--- config.mk ---
export PLATFORM = sky130hd
export DESIGN_NAME = fpu_wb_arbiter
export DESIGN_NICKNAME = d
export VERILOG_FILES = /design/src/rtl/fpu_wb_arbiter.sv
export SDC_FILE = /design/constraint.sdc
export NUM_CORES = 1
export LEC_CHECK = 0
export CAP_MARGIN = 30
export CORE_MARGIN = 2
export CORE_UTILIZATION = 44
export CTS_CLUSTER_SIZE = 20
export DETAILED_ROUTE_END_ITERATION = 12
export PLACE_DENSITY = 0.72
export SETUP_SLACK_MARGIN = 0.4
export SYNTH_ARGS = -nofsm -noshare
export SYNTH_HDL_FRONTEND = slang
export SYNTH_SLANG_ARGS = --single-unit
--- constraint.sdc ---
create_clock -name clk -period 15.55 [get_ports clk]
set_clock_uncertainty 0.05 [all_clocks]
set_input_delay 4.665 -clock clk [delete_from_list [all_inputs] [get_ports clk]]
set_output_delay 4.665 -clock clk [all_outputs]
set_load 0.03 [all_outputs]
--- src/rtl/fpu_wb_arbiter.sv ---
// ---------------------------------------------------------------------------
// fpu_wb_arbiter
//
// Write-back arbiter for the FPU pipeline's single register-file write port.
// Each result producer (add, multiply, divide, load, ...) hands over a
// destination register and a 32-bit result through a valid/ready handshake.
// The arbiter keeps one holding buffer per producer. Each cycle it grants the
// write port to at most one occupied buffer. The write-back outputs are
// registered, so they change on the rising edge and are stable for the
// register file's falling-edge write.
//
// Ports:
//   clk        single clock, all state updates on the rising edge
//   rst        asynchronous active-high reset
//   req_valid  per requester: a result is presented
//   req_rd     per requester: 5-bit destination, requester i in [5i+4:5i]
//   req_value  per requester: 32-bit result, requester i in [32i+31:32i]
//   req_ready  per requester: the holding buffer can accept this cycle
//   wb_write   register-file write enable (registered)
//   wb_rd      register-file destination index (registered)
//   wb_value   register-file write data (registered)
//   wb_gid     index of the requester being written back (registered)
//   busy       at least one holding buffer is occupied
//
// Build option:
//   WB_ARB_FIXED_PRIO_EN  when defined, round-robin is replaced by fixed
//                         priority: the lowest occupied index always wins and
//                         no rotating pointer exists. A busy low-index
//                         requester can starve higher ones, so this build is
//                         meant for debug and deterministic tracing only.
// ---------------------------------------------------------------------------
module fpu_wb_arbiter #(
   parameter int N_REQ = 4,
   parameter int GID_W = $clog2(N_REQ)
) (
   input  logic                  clk,
   input  logic                  rst,
   input  logic [N_REQ-1:0]      req_valid,
   input  logic [5*N_REQ-1:0]    req_rd,
   input  logic [32*N_REQ-1:0]   req_value,
   output logic [N_REQ-1:0]      req_ready,
   output logic                  wb_write,
   output logic [4:0]            wb_rd,
   output logic [31:0]           wb_value,
   output logic [GID_W-1:0]      wb_gid,
   output logic                  busy
);

   // Holding buffers, one per requester
   logic [N_REQ-1:0]  hold_valid_q;
   logic [N_REQ-1:0]  hold_valid_d;
   logic [4:0]        hold_rd_q    [N_REQ];
   logic [4:0]        hold_rd_d    [N_REQ];
   logic [31:0]       hold_value_q [N_REQ];
   logic [31:0]       hold_value_d [N_REQ];

   // Arbitration result for the current cycle
   logic [N_REQ-1:0]  grant;
   logic [N_REQ-1:0]  accept;
   logic              gnt_any;
   logic [GID_W-1:0]  gnt_idx;

   // Write-back output register
   logic              wb_write_q;
   logic              wb_write_d;
   logic [4:0]        wb_rd_q;
   logic [4:0]        wb_rd_d;
   logic [31:0]       wb_value_q;
   logic [31:0]       wb_value_d;
   logic [GID_W-1:0]  wb_gid_q;
   logic [GID_W-1:0]  wb_gid_d;

   // A buffer can take new data when it is empty, or when it is being
   // drained by this cycle's grant. This looks only at internal state, never
   // at req_valid, so no combinational path runs from valid to ready.
   assign req_ready = ~hold_valid_q | grant;
   assign accept    = req_valid & req_ready;
   assign busy      = |hold_valid_q;

`ifdef WB_ARB_FIXED_PRIO_EN

   // Fixed priority: scan from index 0 upward and grant the first occupied
   // buffer. No pointer is kept, so the winner depends only on which buffers
   // are occupied.
   always_comb begin
      gnt_any = 1'b0;
      gnt_idx = '0;
      grant   = '0;
      for (int k = 0; k < N_REQ; k++) begin
         if (!gnt_any && hold_valid_q[k]) begin
            gnt_any = 1'b1;
            gnt_idx = GID_W'(k);
         end
      end
      if (gnt_any) begin
         grant[gnt_idx] = 1'b1;
      end
   end

`else

   logic [GID_W-1:0]  ptr_q;
   logic [GID_W-1:0]  ptr_d;
   int                search_pos;
   logic [GID_W-1:0]  search_idx;

   // Round-robin: start the scan at ptr and walk toward higher indices,
   // wrapping after N_REQ-1. The first occupied buffer met is granted.
   // The modulo keeps the index legal when N_REQ is not a power of two.
   always_comb begin
      gnt_any    = 1'b0;
      gnt_idx    = '0;
      grant      = '0;
      search_pos = 0;
      search_idx = '0;
      for (int k = 0; k < N_REQ; k++) begin
         search_pos = (int'(ptr_q) + k) % N_REQ;
         search_idx = GID_W'(search_pos);
         if (!gnt_any && hold_valid_q[search_idx]) begin
            gnt_any = 1'b1;
            gnt_idx = search_idx;
         end
      end
      if (gnt_any) begin
         grant[gnt_idx] = 1'b1;
      end
   end

   // The pointer moves to the slot just past the winner, so the winner
   // becomes lowest priority next cycle. With nothing granted it holds.
   always_comb begin
      ptr_d = ptr_q;
      if (gnt_any) begin
         ptr_d = GID_W'((int'(gnt_idx) + 1) % N_REQ);
      end
   end

   // Pointer register
   always_ff @(posedge clk or posedge rst) begin
      if (rst) begin
         ptr_q <= '0;
      end else begin
         ptr_q <= ptr_d;
      end
   end

`endif

   // Next state of every holding buffer. An accept always loads new data and
   // marks the buffer full. This also covers the case where the buffer is
   // granted on the same edge, since the old data leaves through the
   // write-back register. A grant with no accept empties the buffer.
   // Otherwise the buffer holds, so a stalled requester's data stays put.
   always_comb begin
      hold_valid_d = hold_valid_q;
      for (int i = 0; i < N_REQ; i++) begin
         hold_rd_d[i]    = hold_rd_q[i];
         hold_value_d[i] = hold_value_q[i];
         if (accept[i]) begin
            hold_valid_d[i] = 1'b1;
            hold_rd_d[i]    = req_rd[5*i +: 5];
            hold_value_d[i] = req_value[32*i +: 32];
         end else if (grant[i]) begin
            hold_valid_d[i] = 1'b0;
         end
      end
   end

   // Holding buffer registers. Reset discards every buffered result.
   always_ff @(posedge clk or posedge rst) begin
      if (rst) begin
         hold_valid_q <= '0;
         for (int i = 0; i < N_REQ; i++) begin
            hold_rd_q[i]    <= '0;
            hold_value_q[i] <= '0;
         end
      end else begin
         hold_valid_q <= hold_valid_d;
         for (int i = 0; i < N_REQ; i++) begin
            hold_rd_q[i]    <= hold_rd_d[i];
            hold_value_q[i] <= hold_value_d[i];
         end
      end
   end

   // Write-back data. The enable follows the grant every cycle. The data
   // fields load only on a grant and otherwise keep their last values, so
   // the write port's data lines stay quiet while idle.
   always_comb begin
      wb_write_d = gnt_any;
      wb_rd_d    = wb_rd_q;
      wb_value_d = wb_value_q;
      wb_gid_d   = wb_gid_q;
      if (gnt_any) begin
         wb_rd_d    = hold_rd_q[gnt_idx];
         wb_value_d = hold_value_q[gnt_idx];
         wb_gid_d   = gnt_idx;
      end
   end

   // Write-back register. The asynchronous reset drops wb_write at once,
   // so the register file sees no write after reset is raised, even
   // partway through a cycle.
   always_ff @(posedge clk or posedge rst) begin
      if (rst) begin
         wb_write_q <= 1'b0;
         wb_rd_q    <= '0;
         wb_value_q <= '0;
         wb_gid_q   <= '0;
      end else begin
         wb_write_q <= wb_write_d;
         wb_rd_q    <= wb_rd_d;
         wb_value_q <= wb_value_d;
         wb_gid_q   <= wb_gid_d;
      end
   end

   assign wb_write = wb_write_q;
   assign wb_rd    = wb_rd_q;
   assign wb_value = wb_value_q;
   assign wb_gid   = wb_gid_q;

endmodule

== After elaboration in Yosys (flattened, before gate mapping) ==
Cells that the tools add are included.
Storage, ports and cells
  register bits after elaboration: 194
  logic and storage cells: 77
  output and inout port bits: 45
  input bits: 154
Cells by class
  mux-type cells: 33
  add/sub/neg operators: 4
  $lt $le $gt $ge: 7
  bitwise logic cells: 4
  reductions and logical operators: 12
Operator list (number)
  $bmux 32 s2: 1
  $mux 32: 2
  $mux 1: 17
  $lt 2x3->1 const B: 5
  $bmux 5 s2: 1
  $mux 5: 2
  $bmux 1 s2: 4
  $mux 2: 4
  $reduce_bool 2->1: 4
  $add 2x1->2 const B: 2
  $add 2x2->2 const B: 2
  $and 4x4->4: 1
  $logic_and 1x1->1: 4
  $mux 4: 1
  $not 4->4: 1
  $or 4x4->4: 1
  $reduce_or 4->1: 1
  $ge 3x3->1 const B: 1
  $logic_not 1->1: 3
  $not 2->3: 1
  $demux 1 s2: 1
  $ge 2x1->1 const B: 1

== Longest topological paths before layout ==
Gate-level depths: netlist of run 1.
  depth after elaboration: 20
  gate-level depth with buffers: 8
  mapped depth without buffers: 5

== Worst setup path after synthesis of run 1 ==
No wires, ideal clock.
  path kind: register to output
  from: register hold_valid_q[1]
  to: output port busy
  buffers on the path: 2
  setup slack: 9.350 ns
  cell stages (with the launch flop): 5
  data arrival time: 1.485 ns
  required time: 10.835 ns
  path through: dfrtp_1 > buf_4 > nor4_4 > clkbuf_1 > inv_1
On the way
  longest elaborated chain between the ends: 1
Ends and longest elaborated chain
  from (decl): RTL line 50  | logic [N_REQ-1:0] hold_valid_q;
  from (signal assigned): RTL line 178  | hold_valid_q <= hold_valid_d;
  $reduce_or 4->1: RTL line 78  | assign busy = |hold_valid_q;
  to (decl): RTL line 46  | output logic busy
Every way passes these cells.

== Final worst setup path of run 1 ==
  from: register ptr_q[1]
  to: output port req_ready[0]
On the way
  longest elaborated chain between the ends: 18
  elaborated cells between the ends (all ways): 32
Ends and longest elaborated chain
  from (decl): RTL line 102  | logic [GID_W-1:0] ptr_q;
  from (signal assigned): RTL line 143  | ptr_q <= ptr_d;
  branches (longest 16 deep; another with $lt 2x3->1)
  $mux 4 *: RTL line 124  | if (gnt_any) begin
  $or 4x4->4 *: RTL line 76  | assign req_ready = ~hold_valid_q | grant;
  to (decl): RTL line 41  | output logic [N_REQ-1:0] req_ready,
Mark *: on every way between the ends. The select of a mux whose other input is x is not followed.

==> results of run 1 <==
-- placed cells by master, fill, tap and decap left out, types with 3 or more instances in the layout --
cell type	count
nand2_1	4
clkinvlp_4	4
clkdlybuf4s50_1	198
a21o_1	4
buf_4	5
inv_1	3
mux2_4	60
nor2_1	41
o31a_1	14
o22ai_1	23
o21ai_1	4
buf_12	3
mux2i_1	23
clkinv_4	3
clkbuf_16	17
o21ai_2	3
dfrtp_1	194
a221oi_1	37
clkbuf_8	4
a21oi_1	18
o21ai_0	10
mux2_2	88
and4_1	14
nand2b_1	6
-- routing by layer --
metal	global-route usage (%)	up-vias	share of wire, %	wire length [µm]
met5	0	-	0	0
met4	10.0	0	3.4	801
met3	5.72	50	6.5	1510
met2	36.1	215	48	11200
met1	28.6	2968	42	9730
li1	-	2657	-	-
-- metrics by stage --
| stage | std cells | utilization [%] | instance area (µm²) | hold WS, ns |
|---|---|---|---|---|
| final | 1077 | 58.9 | 11500 | 0.426 |
| after global routing | 1077 | 58.9 | 11500 | 0.442 |
| after CTS | 1077 | 58.9 | 11500 | 0.432 |
| after detailed placement | 1046 | 55.9 | 10900 | 0.416 |
| after global placement | 1040 | 55.3 | 10800 | 0.412 |
| after floorplan | 618 | - | 8770 | 0.423 |
-- layout make-up --
cell class                      count  area, µm²
Clock buffer                       21        480
Clock inverter                     10        103
Fill cell                        1554       8030
Inverter                            6       30.0
Multi-Input combinational cell    372       3570
Sequential cell                   194       4850
Tap cell                          265        332
Timing Repair Buffer              209       2130
-- worst register-to-register path: cells and delay by family, from the launching register on --
kind / cells / cell delay (ns)
and+or+nand+nor: 3 / 1.22
muxes: 1 / 0.27
AOI/OAI and AO/OA: 1 / 0.10
buffers and inverters: 1 / 0.45
DFF: 1 / 0.75
-- state kept, by name, indices dropped and copies added, names as in the netlist --
name	cells
ptr_q	2
wb_gid	2
hold_rd_q	20
hold_value_q	128
wb_write	1
wb_value	32
hold_valid_q	4
wb_rd	5
-- worst paths after layout --
kind | start | to | slack (ns) | cells past startpoint
max reg2reg | hold_valid_q[3] | wb_value[23] | 12.59 | 6
max | ptr_q[1] | req_ready[0] | 7.95 | 6
min reg2reg | wb_gid[0] | wb_gid[0] | 0.43 | 1
max in group asynchronous | rst | hold_value_q[0] | 9.24 | 3
min in group asynchronous | rst | hold_value_q[31] | 4.70 | 2
min | wb_gid[0] | wb_gid[0] | 0.43 | 1
-- power breakdown --
group	leakage (µW)	internal [µW]	switching (µW)	total [µW]
registers	0.00228	774	178	952
clock network	0.000275	238	194	432
logic	0.00233	698	645	1340
total	0.00489	1710	1020	2730
-- cells by family (layout without fill, tap and decap cells) --
logic type	after synthesis	in the layout	synth area share, %
buf+inv	52	246	4.25
compound gates	124	124	10.9
flops	194	194	55.3
mux	172	172	24.4
simple gates	76	76	5.06
==> metrics.csv, run 1 <==
metric;value;unit
drc;0;
grt_pass1_vias;6577;
clockBufferDepth;2;
layout_setup_ws;7.95;ns
seq_area_frac_synth;55.3;%
netlist_top_cells_count;dfrtp_1, mux2_2, mux2_4;
dieWidth;145;µm
cts_resized;0;
leakagePower;0.00489;µW
grt_max_degree;122;
hold_violations;0;
synth_top_area_share;55.3;%
fmax;0.132;GHz
syn_nets;772;
grt_overflow_total;0;
fin_crit;7.60;ns
die_area;21100;µm²
synth.area.top_cells;dfrtp_1, mux2_2, mux2_4;
clock-sinks;194;
post-dp-hpwl;16200;µm
root_buffer;clkbuf_16;
report.final.slew_viol_count;0;
diodes;0;
grt_pass1_wl;36400;µm
fin_nets;954;
worstMarginPinSlew;0.929;ns
insertion_delay;0.44;ns
dp_slack;8.41;ns
post-route-period-util;48.9;%
vdd_ir_drop_max;0.123;mV
yosysMostFrequentCell;dfrtp_1;
io_pins;199;
drv_cap;0;
synth-async-reset-ratio;100;%
critPathLaunchType;flip-flop;
synth_largest_area_cell;dfrtp_1;
synth.avg_cell_area;14.2;µm²
start_util;44.9;%
viasPerCell;5.47;
clkTransAtPathRegs;0.07;ns
endpoint_kind;primary output;
cp_data_required_time;10.84;ns
setup_tns;0;ns
arrival;2.89;ns
ys_warn_count;0;
ys.flop_type;dfrtp_1;
wl_per_cell;21.6;µm
p_total;2730;µW
crit_buf_inv;2;
min_path_type;reg -> reg;
drive_above_1_share;26.6;%
ys_ff_latch;194;
rsz0062_at_grt;false;
path_delay_family;buffers and inverters;
drtIter0Drc;354;
core;19500;µm²
ctsHoldBuffers;0;
cts_made_buffers;17;
synthesis.area;8770;µm²
die_y;145;µm
syn_inst;618;
crit_type;reg -> out;
antenna_found_initial;0;
crit_fanout;14;
cts_tree;yes;
track_usage;22.4;%
synth_edf_count;0;
power_per_cell_area;237;nW/µm²
slew_headroom;38.0;%
synth.distinct_cells;42;
slowest_stage;clkdlybuf4s50_1;
vias;5890;
rows;51;
h-tree-depth;4;
crit_path_cell_trace;nor2b_4 -> mux2i_4 -> o32ai_4 -> buf_8 -> or2_2 -> clkdlybuf4s50_1;
ant_nets;0;
drt-pass1-iter-count;4;
outcome;finished clean;
setup_viol;0;
routed_wl;23300;µm
place.gp.congestion;0.818;
post_cts_buffers;0;
slowest_delay;0.68;ns
area_growth;31.1;%
port_buffers;198;
(Power assumes the default switching activity.)
==> inputs of run 2 (changes only) <==
==> constraint.sdc (replaced) <==
create_clock -name clk -period 7.7 [get_ports clk]
set_clock_uncertainty 0.05 [all_clocks]
set_input_delay 2.31 -clock clk [delete_from_list [all_inputs] [get_ports clk]]
set_output_delay 2.31 -clock clk [all_outputs]
set_load 0.03 [all_outputs]
==> metrics.csv, run 2 (same netlist as run 1, synthesis figures left out) <==
metric;value;unit;change
grt_pass1_wl;36400;µm;about the same
start_util;44.9;%;unchanged
grt_max_degree;195;;+60%
wl_per_cell;21.4;µm;-0.79%
core;19500;µm²;unchanged
clkTransAtPathRegs;0.07;ns;about the same
track_usage;22.2;%;-0.24 points
power_per_cell_area;481;nW/µm²;+100%
critPathLaunchType;flip-flop;;
setup_viol;0;;unchanged
final_cell_mix;clkdlybuf4s50_1, dfrtp_1, mux2_2;;
final_common_cell;clkdlybuf4s50_1;;
layout_setup_ws;2.76;ns;-5.19 ns
hold_violations;0;;unchanged
drtIter0Drc;309;;-13%
drt-pass1-iter-count;4;;unchanged
finalInstanceArea;11500;µm²;+0.17%
vias;5933;;+0.73%
slowest_delay;0.69;ns;about the same
clockBufferDepth;2;;unchanged
place.gp.congestion;0.838;;+2.4%
placed_cell_area;10900;µm²;-0.10%
insertion_delay;0.42;ns;-0.02 ns
rsz0062_at_grt;false;;
drc;0;;unchanged
fin_crit;4.94;ns;
area_growth;31.3;%;
dp_slack;3.19;ns;-5.22 ns
drive_above_1_share;26.6;%;-0.033 points
io_pins;199;;unchanged
fmax;0.202;GHz;
setup_tns;0;ns;unchanged
post-route-period-util;64.2;%;
arrival;2.58;ns;-0.31 ns
root_buffer;clkbuf_16;;
endpoint_kind;primary output;;
crit_fanout;25;;+11
routed_wl;23100;µm;-0.51%
largest_register;hold_value_q;;
register_area;4850;µm²;unchanged
rr_worst_depth;6;;unchanged
crit_path_cell_trace;a21oi_1 -> o211a_4 -> nand2b_4 -> clkdlybuf4s50_1;;
die_area;21100;µm²;unchanged
port_buffers;198;;unchanged
post_cts_buffers;0;;unchanged
vdd_ir_drop_max;0.207;mV;+68%
drv_cap;0;;unchanged
largest_reg_flops;128;;unchanged
post-dp-hpwl;15700;µm;-3.4%
cts_tree;yes;;
worstMarginPinSlew;1.09;ns;+0.165 ns
fin_nets;954;;unchanged
dieWidth;145;µm;unchanged
leakagePower;0.00490;µW;+0.24%
clock-sinks;194;;unchanged
ant_nets;0;;unchanged
grt_overflow_total;0;;unchanged
viasPerCell;5.49;;+0.45%
report.final.slew_viol_count;0;;unchanged
slowest_stage;clkdlybuf4s50_1;;
cp_data_required_time;5.34;ns;-5.50 ns
cts_resized;0;;unchanged
ctsHoldBuffers;0;;unchanged
die_y;145;µm;unchanged
grt_pass1_vias;6468;;-1.7%
p_total;5540;µW;+100%
outcome;finished clean;;
min_path_type;reg -> reg;;
holdPathStages;1;;unchanged
rows;51;;unchanged
multi_input_area;3570;µm²;unchanged
crit_type;reg -> out;;
antenna_found_initial;2;;+2
h-tree-depth;4;;unchanged
slew_headroom;27.1;%;-11 points
cts_made_buffers;17;;unchanged
fillers;1555;;+0.064%
## run 2: cell type report
cell class | instances | share of cell area [%]
inverter | 6 | 0.228
timing repair buffer | 209 | 18.5
clock buffer | 21 | 4.08
sequential | 194 | 42.1
multi-input combinational | 372 | 31.0
tap | 265 | 2.88
antenna | 2 | 0.0435
clock inverter | 11 | 1.21
## run 2: routing by layer
layer | vias to the layer above | part of all wire, % | global-route usage (%)
li1 | 2665 | - | -
met5 | - | 0 | 0
met2 | 197 | 50 | 37.1
met1 | 3047 | 42 | 28.2
met3 | 24 | 6.3 | 5.88
met4 | 0 | 1.8 | 7.01
## run 2: critical path: cells and delay by family, from the launching register on
kind / cells / cell delay [ns]
AOI/OAI and AO/OA: 2 / 0.71
DFF: 1 / 0.55
buffers and inverters: 1 / 0.69
and+or+nand+nor: 1 / 0.21
## run 2: power breakdown
part	internal [µW]	total, µW	switching, µW	leakage [µW]
clock network	514	912	398	0.000294
logic	1400	2700	1300	0.00232
registers	1560	1920	360	0.00228
total	3480	5540	2060	0.00490
## run 2: path summary, 6_finish.rpt
kind	start	endpoint	slack, ns
min in group asynchronous	rst	hold_rd_q[9]	2.42
worst max-delay path	ptr_q[1]	req_ready[1]	2.76
worst max register to register	hold_valid_q[3]	wb_value[25]	4.66
worst min-delay path	wb_gid[0]	wb_gid[0]	0.43
max in group asynchronous	rst	hold_value_q[9]	4.32
worst min register to register	wb_gid[0]	wb_gid[0]	0.43
## run 2: per-stage QoR
stage,util [%],hold WS [ns],instances
after floorplan,-,0.423,618
after global placement,55.4,0.410,1042
after detailed placement,55.8,0.417,1046
after CTS,59.0,0.436,1078
after global routing,59.0,0.463,1079
final,59.0,0.433,1080
